[config.mk]
export PLATFORM = sky130hd
export DESIGN_NAME = device_event_gen
export DESIGN_NICKNAME = d
export VERILOG_FILES = /design/src/rtl/device_event_gen.sv
export SDC_FILE = /design/constraint.sdc
export NUM_CORES = 1
export LEC_CHECK = 0
export BUFFER_PORTS_ARGS = -buffer_cell sky130_fd_sc_hd__buf_2
export CAP_MARGIN = 20
export CORE_AREA = 4 4 68 70
export CTS_CLUSTER_DIAMETER = 200
export DETAILED_ROUTE_END_ITERATION = 6
export DIE_AREA = 0 0 72 74
export PLACE_DENSITY_LB_ADDON = 0.08
export SYNTH_ARGS = -nofsm -noshare
export SYNTH_HDL_FRONTEND = slang
export SYNTH_SLANG_ARGS = --single-unit
[constraint.sdc]
create_clock -name clk -period 2.8 [get_ports clk]
set_clock_uncertainty 0.15 [all_clocks]
set_input_delay 0.14 -clock clk [delete_from_list [all_inputs] [get_ports clk]]
set_output_delay 0.14 -clock clk [all_outputs]
set_load 0.02 [all_outputs]
[src/rtl/device_event_gen.sv]
// Device event generator: walks the monitor's device count toward each accepted
// target by issuing one change strobe per device transition, up or down.
module device_event_gen #(
    parameter int GAP = 0
) (
    input  logic       clk,
    input  logic       rst,
    input  logic       tgt_valid,
    output logic       tgt_ready,
    input  logic [7:0] tgt_data,
    input  logic       abort,
    output logic       change,
    output logic       on_off,
    output logic       busy,
    output logic       done,
    output logic [7:0] model_count
);

    typedef enum logic [1:0] {
        ST_IDLE,
        ST_EMIT,
        ST_GAP,
        ST_DONE
    } state_t;

    localparam logic [3:0] GAP_LOAD = (GAP > 0) ? 4'(GAP - 1) : 4'd0;

    state_t     state, state_nx;
    logic [7:0] remaining, rem_nx;
    logic [7:0] count_nx;
    logic       dir, dir_nx;
    logic [3:0] gap_cnt, gap_nx;
    logic [7:0] delta;
    logic [8:0] plan;

    // Shortest way round the 256-count ring; a half-turn tie goes up.
    function automatic logic [8:0] plan_steps(input logic [7:0] d);
        if (d <= 8'd128)
            return {1'b1, d};
        else
            return {1'b0, 8'd0 - d};
    endfunction

    always_ff @(posedge clk or posedge rst) begin
        if (rst) begin
            state       <= ST_IDLE;
            model_count <= 8'd0;
            remaining   <= 8'd0;
            dir         <= 1'b1;
            gap_cnt     <= 4'd0;
        end else begin
            state       <= state_nx;
            model_count <= count_nx;
            remaining   <= rem_nx;
            dir         <= dir_nx;
            gap_cnt     <= gap_nx;
        end
    end

    always_comb begin
        state_nx = state;
        count_nx = model_count;
        rem_nx   = remaining;
        dir_nx   = dir;
        gap_nx   = gap_cnt;
        delta    = tgt_data - model_count;
        plan     = plan_steps(delta);
        case (state)
            ST_IDLE: begin
                if (tgt_valid) begin
                    if (delta == 8'd0) begin
                        state_nx = ST_DONE;
                    end else begin
                        {dir_nx, rem_nx} = plan;
                        state_nx         = ST_EMIT;
                    end
                end
            end
            ST_EMIT: begin
                // The strobe in this cycle counts even if abort arrives with it.
                count_nx = dir ? model_count + 8'd1 : model_count - 8'd1;
                rem_nx   = remaining - 8'd1;
                if (abort)
                    state_nx = ST_IDLE;
                else if (remaining == 8'd1)
                    state_nx = ST_DONE;
                else if (GAP == 0)
                    state_nx = ST_EMIT;
                else begin
                    state_nx = ST_GAP;
                    gap_nx   = GAP_LOAD;
                end
            end
            ST_GAP: begin
                if (abort)
                    state_nx = ST_IDLE;
                else if (gap_cnt == 4'd0)
                    state_nx = ST_EMIT;
                else
                    gap_nx = gap_cnt - 4'd1;
            end
            ST_DONE: state_nx = ST_IDLE;
            default: state_nx = ST_IDLE;
        endcase
    end

    assign change    = (state == ST_EMIT);
    assign on_off    = change & dir;
    assign busy      = (state == ST_EMIT) || (state == ST_GAP);
    assign done      = (state == ST_DONE);
    assign tgt_ready = (state == ST_IDLE);

endmodule
# Word-level counts from Yosys, hierarchy flattened
# Cells that the tools add are included.
# totals
reg_bits	23
in_bits	12
out_inout_bits	13
elab_cells	44
# op_classes
add_sub_neg	6
order_cmp	1
eq_ne	7
muxes	12
bitwise	4
reduce_logical	9
# ops
operator	n
8-bit two-way mux	3
8-bit case mux with 2 select lines	1
8-bit by 1-bit subtractor with 8-bit output (second input constant)	2
2-bit two-way mux	6
9-bit two-way mux	1
3-bit AND reduction	3
8-bit by 1-bit adder with 8-bit output (second input constant)	1
8-bit by 1-bit == test with 1-bit output (second input constant)	1
8-bit less-or-equal comparator (second input constant)	1
8-bit logical NOT	1
2-bit case mux with 4 select lines	1
1-bit by 8-bit subtractor with 8-bit output (first input constant)	1
8-bit subtractor	1
2-bit == test (second input constant)	2
4-bit logical NOT	1
2-bit inequality test (second input constant)	2
4-bit by 1-bit subtractor with 4-bit output (second input constant)	1
3-bit inequality test (second input constant)	1
1-bit NOT	3
2-bit by 1-bit == test with 1-bit output (second input constant)	1
2-bit logical NOT	1
2-bit AND reduction	1
2-bit nonzero test	1
1-bit bitwise AND	1
1-bit logical OR	1

# Longest topological paths before layout
# Gate-level depths: netlist of run 1.
# logic_depth
ltp_word	6
ltp_mapped	13
mapped_depth_nobuf	12

# Worst setup path after synthesis of run 1
# No wires, ideal clock.
# synth_path
kind	reg-to-reg
start	register model_count[0]
end	register remaining[4]
setup_ns	0.122
t_arrival_ns	2.879
required_ns	2.528
path_slack_ns	-0.351
stages_incl_launch_ff	13
n_path_buf	1
synth_period_minus_slack_ns	3.151
cell_sequence	dfrtp_1 > ha_1 > inv_1 > fa_1 > inv_1 > ha_1 > nand3b_1 > mux2_2 > a2111oi_4 > a21oi_2 > or2_0 > buf_2 > a32o_1
# synth_via
elab_chain_cells	6
elab_cells_between_ends	10
cone_classes	2 x add/sub; 1 x order compare; 1 x eq/ne; 4 x mux; 2 x reduce/logical
# synth_rtl
item	line_no	rtl
start: declaration	16	output logic [7:0] model_count
start signal: assignment	53	model_count <= count_nx;
8-bit subtractor *	66	delta = tgt_data - model_count;
1-bit by 8-bit subtractor with 8-bit output or 8-bit less-or-equal comparator (tied branches)	41, 38	
9-bit two-way mux	38	if (d <= 8'd128)
8-bit two-way mux	71	if (delta == 8'd0) begin
8-bit two-way mux	70	if (tgt_valid) begin
8-bit case mux with 2 select lines	68	case (state)
end signal: assignment	54	remaining <= rem_nx;
end: declaration	29	logic [7:0] remaining, rem_nx;
# Mark *: on every way between the ends. The rest lies on a longest branch, timed or not. The select of a mux whose other input is x is not followed.
# A chain may end at the register's enable or synchronous reset.

# Final worst setup path of run 1
# Same ends and word-level chain as after synthesis.

==> flow_summary.json, run 1 <==
{
  "drtIter0Drc": 114,
  "start_kind": "flip-flop",
  "maxSlewViolCount": 0,
  "critPathKind": "flip-flop to flip-flop",
  "portBuffers": 24,
  "wl_um": 5000,
  "min_period_ps": 2750,
  "syn_avg_cell_area_um2": 8.51,
  "grt_pass1_wl_um": 8530,
  "finalSetupViolCount": 0,
  "io_pins": 25,
  "synth.area.top_cells": "dfrtp_1 (27%), ha_1 (13%), xnor2_1 (4.7%), inv_1 (4.5%), nor2_1 (4.0%)",
  "wl_per_cell_um": 14.5,
  "grtUsageTotal_pct": 20.3,
  "place_congestion": 0.784,
  "clk_pin_slew_ps": 90,
  "synth_cells": 243,
  "ys_ff_latch": 23,
  "mappedNetlistNets": 279,
  "final_nets": 332,
  "multi_input_area_um2": 1460,
  "dpl.cell_count": 333,
  "hold_path.class": "input port to flip-flop",
  "clock.fmax_mhz": 363,
  "arrival_ps": 2770,
  "htree_levels": 1,
  "cts-root-buf": "clkbuf_8",
  "first_global_vias": 1868,
  "synthFlopType": "dfrtp_1",
  "antenna_found_initial": 0,
  "outcome": "finished, final reports clean",
  "rows": 23,
  "synthToLayoutAreaGrowth_pct": 25.5,
  "cp_max_fo": 7,
  "critPathCaptureType": "flip-flop",
  "synthDistinctLibCells": 55,
  "ys_top_cells_by_count": "inv_1 (25), dfrtp_1 (22), ha_1 (22), nor2_1 (22), nand2_1 (14)",
  "fillerInstances": 350,
  "firstDrtPassIters": 4,
  "clockBufferDepth": 2,
  "grt_max_degree": 24,
  "die_w_um": 72,
  "slew_headroom_pct": 40.0,
  "worst_slew_pin_slew_ps": 898,
  "finalHoldViolations": 0,
  "synth_edf_count": 0,
  "n_antenna_cell": 0,
  "synth_area_um2": 2070,
  "final_cells": 345,
  "overflow": 0,
  "drc": 0,
  "die_height_um": 74,
  "synthDominantAreaCellType": "dfrtp_1",
  "cp.required_ps": 2810,
  "vias": 1870,
  "start_util_pct": 52.0,
  "clock_sinks": 23,
  "min_period_over_period_pct": 98.3,
  "rsz0062_at_grt": "yes",
  "core_um2": 3970,
  "ys_seq_area_share_pct": 27.9,
  "async_flop_share_pct": 100,
  "cts_tree": "done",
  "drive_gt1_share_pct": 27.8,
  "synth.most_common_cell": "inv_1",
  "seqCellArea_um2": 579,
  "viasPerCell": 5.42,
  "clock_latency_ps": 270,
  "dpl.hpwl_um": 3910,
  "synth.top_cell.area_share_pct": 26.6,
  "cts_buffers": 3,
  "die_area_um2": 5330,
  "synth_warnings": 0,
  "drtAntennaViolNets": 0,
  "cap_violations": 0
}
==> area by class of cell <==
type | count | share of cell area [%]
Clock buffer | 3 | 1.59
Clock inverter | 1 | 0.193
Inverter | 25 | 3.62
Multi-Input combinational cell | 188 | 56.2
Sequential cell | 23 | 22.3
Tap cell | 50 | 2.41
Timing Repair Buffer | 55 | 13.7
==> logic make-up after synthesis <==
kind of cell	count (synthesis)	synth area share, %
AOI/OAI and AO/OA	63	22.0
xor gates and xnor gates	16	7.14
adders and majority gates	24	15.3
buffers and inverters	32	6.23
DFF	23	27.9
muxes	4	2.00
and+or+nand+nor	81	19.5
==> layer usage <==
| layer | vias to the layer above | global-route usage [%] | wire [µm] |
|---|---|---|---|
| li1 | 975 | - | - |
| met3 | 4 | 2.43 | 163 |
| met4 | 0 | 6.47 | 49 |
| met2 | 40 | 35.2 | 2440 |
| met1 | 851 | 26.5 | 2350 |
| met5 | - | 0 | 0 |
==> layout by cell type (no fill, tap or decap), types with 2 or more instances in the layout <==
master	n
xnor2_1	10
nand3_1	10
xor2_1	4
o21ai_1	6
clkbuf_8	3
mux2i_1	3
ha_1	17
nor2_1	22
inv_2	3
a32o_1	2
a2111o_1	2
inv_1	22
o22ai_1	5
nor4_1	3
ha_4	5
nand2_1	14
nor2b_1	3
dfrtp_1	20
o22a_1	2
buf_2	24
o21a_1	2
o2bb2ai_1	2
dfrtp_2	2
a21oi_1	10
or4_1	3
buf_4	30
o21ai_0	8
nor3_1	10
a22o_1	2
nand2b_1	3
a211oi_1	2
or2_2	2
o211ai_1	4
and2_1	2
a21o_1	5
==> what timing repair did <==
action,CTS,global route
cloned,0,0
hold buffers,1,0
resized for setup,3,7
endpoints found under the setup margin,6,9
pin swaps,0,7
setup buffers,0,7
hold endpoints to repair,22,0
==> critical path, stage by stage (launching register included) <==
cell	delay, ps
dfrtp_2	430
ha_4	160
inv_2	40
fa_2	430
inv_2	90
ha_4	140
nand3_2	60
mux2_4	300
a2111oi_4	240
a21oi_2	100
or2_4	270
a32o_1	250
==> per-stage QoR <==
| stage | hold WS [ps] | setup WS (ps) | TNS, ps | instance area (µm²) | util (%) |
|---|---|---|---|---|---|
| after global routing | 79.3 | -82.8 | -325 | 2590 | 65.3 |
| after floorplan | -8.96 | -111 | -483 | 2120 | - |
| after global placement | 231 | -27.9 | -72.1 | 2440 | 61.5 |
| final | 77.9 | 48.0 | 0 | 2590 | 65.3 |
| after detailed placement | 232 | -75.6 | -267 | 2440 | 61.5 |
| after CTS | 69.3 | 21.2 | 0 | 2500 | 62.9 |
==> flip-flops by register name (all words and copies together), names as in the netlist <==
register / flops
remaining: 8
dir: 1
gap_cnt: 4
state: 2
model_count: 8
==> final timing paths <==
kind                       slack (ps)             end            from  depth (start not counted)
min reg2reg                       360  model_count[7]  model_count[7]                          1
max reg2reg                        50    remaining[4]  model_count[0]                         11
max in group asynchronous        1420  model_count[0]             rst                          3
min in group asynchronous         470  model_count[3]             rst                          3
min                                80        state[0]           abort                          3
max                                50    remaining[4]  model_count[0]                         11
Power of run 1 is not shown: default switching activity piles up to over one toggle a cycle in this logic, so the estimate is an artifact.
==> run 2: changes to the inputs <==
Settings changed: MAX_ROUTING_LAYER set to met4.
==> flow_summary.json, run 2 (synthesis results as in run 1) <==
{
  "outcome": "finished, final reports clean",
  "drtAntennaViolNets": 0,
  "critPathCaptureType": "flip-flop",
  "topRoutingLayerUsed": "met4",
  "die_area_um2": 5330,
  "critPathKind": "flip-flop to flip-flop",
  "dpl.hpwl_um": 3910,
  "cap_violations": 0,
  "holdPathEnd": "state[0]",
  "final_cells": 345,
  "dpl.cell_count": 333,
  "clock.fmax_mhz": 364,
  "met3WireLength_um": 167,
  "dr_wl_met2_um": 2450,
  "worst_path_largest_cell_delay_ps": 430,
  "min_period_over_period_pct": 98.2,
  "firstDrtPassIters": 4,
  "path_buf_inv": 2,
  "hp-start": "abort",
  "drtIter0Drc": 125,
  "final_common_cell": "buf_4",
  "wl_um": 5010,
  "final_cell_mix": "buf_4 (30), buf_2 (24), inv_1 (22), nor2_1 (22), dfrtp_1 (20)",
  "worst_slew_pin_slew_ps": 900,
  "cts-root-buf": "clkbuf_8",
  "viasPerCell": 5.43,
  "cp.required_ps": 2820,
  "grt_max_degree": 24,
  "reg2reg_slack_ps": 50,
  "reg_top3": "model_count: 8 flops, remaining: 8 flops, gap_cnt: 4 flops",
  "drc": 0,
  "wl_per_cell_um": 14.5,
  "first_global_vias": 1868,
  "cts_tree": "done",
  "die_height_um": 74,
  "synthToLayoutAreaGrowth_pct": 25.5,
  "final_nets": 332,
  "hold_depth": 3,
  "reg2reg_depth": 11,
  "place_congestion": 0.795,
  "reg2reg_to": "remaining[4]",
  "slew_headroom_pct": 39.9,
  "finalHoldViolations": 0,
  "start_kind": "flip-flop",
  "crit_chain": "ha_4 > inv_2 > fa_2 > inv_2 > ha_4 > nand3_2 > mux2_4 > a2111oi_4 > a21oi_2 > or2_4 > a32o_1",
  "arrival_ps": 2770,
  "io_pins": 25,
  "cp_max_fo": 7,
  "overflow": 0,
  "core_um2": 3970,
  "rows": 23,
  "cts_buffers": 3,
  "wirelength_met1_um": 2340,
  "min_period_ps": 2750,
  "grt_pass1_wl_um": 8520,
  "htree_levels": 1,
  "n_antenna_cell": 0,
  "start_util_pct": 52.0,
  "clockBufferDepth": 2,
  "rsz0062_at_grt": "yes",
  "maxSlewViolCount": 0,
  "hold_path.class": "input port to flip-flop",
  "finalSetupViolCount": 0,
  "crit-reg2reg-launch": "model_count[0]",
  "clock_latency_ps": 270,
  "antenna_found_initial": 0,
  "portBuffers": 24,
  "fillerInstances": 350,
  "multi_input_area_um2": 1460,
  "slowest_stage": "dfrtp_2",
  "holdWs_ps": 78.4,
  "die_w_um": 72,
  "clock_sinks": 23,
  "fin_util_pct": 65.3,
  "clk_pin_slew_ps": 90,
  "vias": 1872,
  "seqCellArea_um2": 579,
  "cp_top_family": "adder cells",
  "drive_gt1_share_pct": 27.8,
  "grtUsageTotal_pct": 20.9
}
run 2: cell counts in the layout (fill, tap and decap cells not counted):
No cell type changed its count.
run 2: worst max-delay path by stage:
stage                        start      endpoint  depth (start not counted)
global route        model_count[0]  remaining[4]                         11
finish              model_count[0]  remaining[4]                         11
global placement    model_count[0]  remaining[4]                         11
detailed placement  model_count[0]  remaining[4]                         11
floorplan           model_count[3]  remaining[4]                         11
CTS                 model_count[0]  remaining[3]                         11
run 2: what timing repair did:
item                                    in CTS  in global routing
endpoints found under the setup margin       6                  9
endpoints found under the hold margin       22                  0
setup buffers                                0                  7
hold buffers                                 1                  0
resized for setup                            3                  7
cloned                                       0                  0
pin swaps                                    0                  7
run 2: cell type report:
class	instances	area share, %
clock buffers	3	1.59
clock inverters	1	0.193
inverters	25	3.62
multi-input cells	188	56.2
flip-flops and latches	23	22.3
well taps	50	2.41
repair buffers	55	13.7
run 2: per-stage QoR:
stage               worst slack [ps]  instance area (µm²)  TNS (ps)
finish                          49.3                 2590         0
global route                   -82.8                 2590      -325
CTS                             21.2                 2500         0
detailed placement             -75.6                 2440      -267
global placement               -27.9                 2440     -72.1
floorplan                       -111                 2120      -483
run 2: layer usage:
metal	global-route usage, %	up-vias
li1	-	974
met1	26.5	851
met2	35.2	43
met3	2.43	4
met4	6.47	0
met5	-	-
run 2: worst min-delay path: cells and delay by family:
family | cells | cell delay (ps)
buffers and inverters | 1 | 100
AO/OA/AOI/OAI | 1 | 160
AND/OR/NAND/NOR | 1 | 50
Power of run 2 is left out for the same reason.
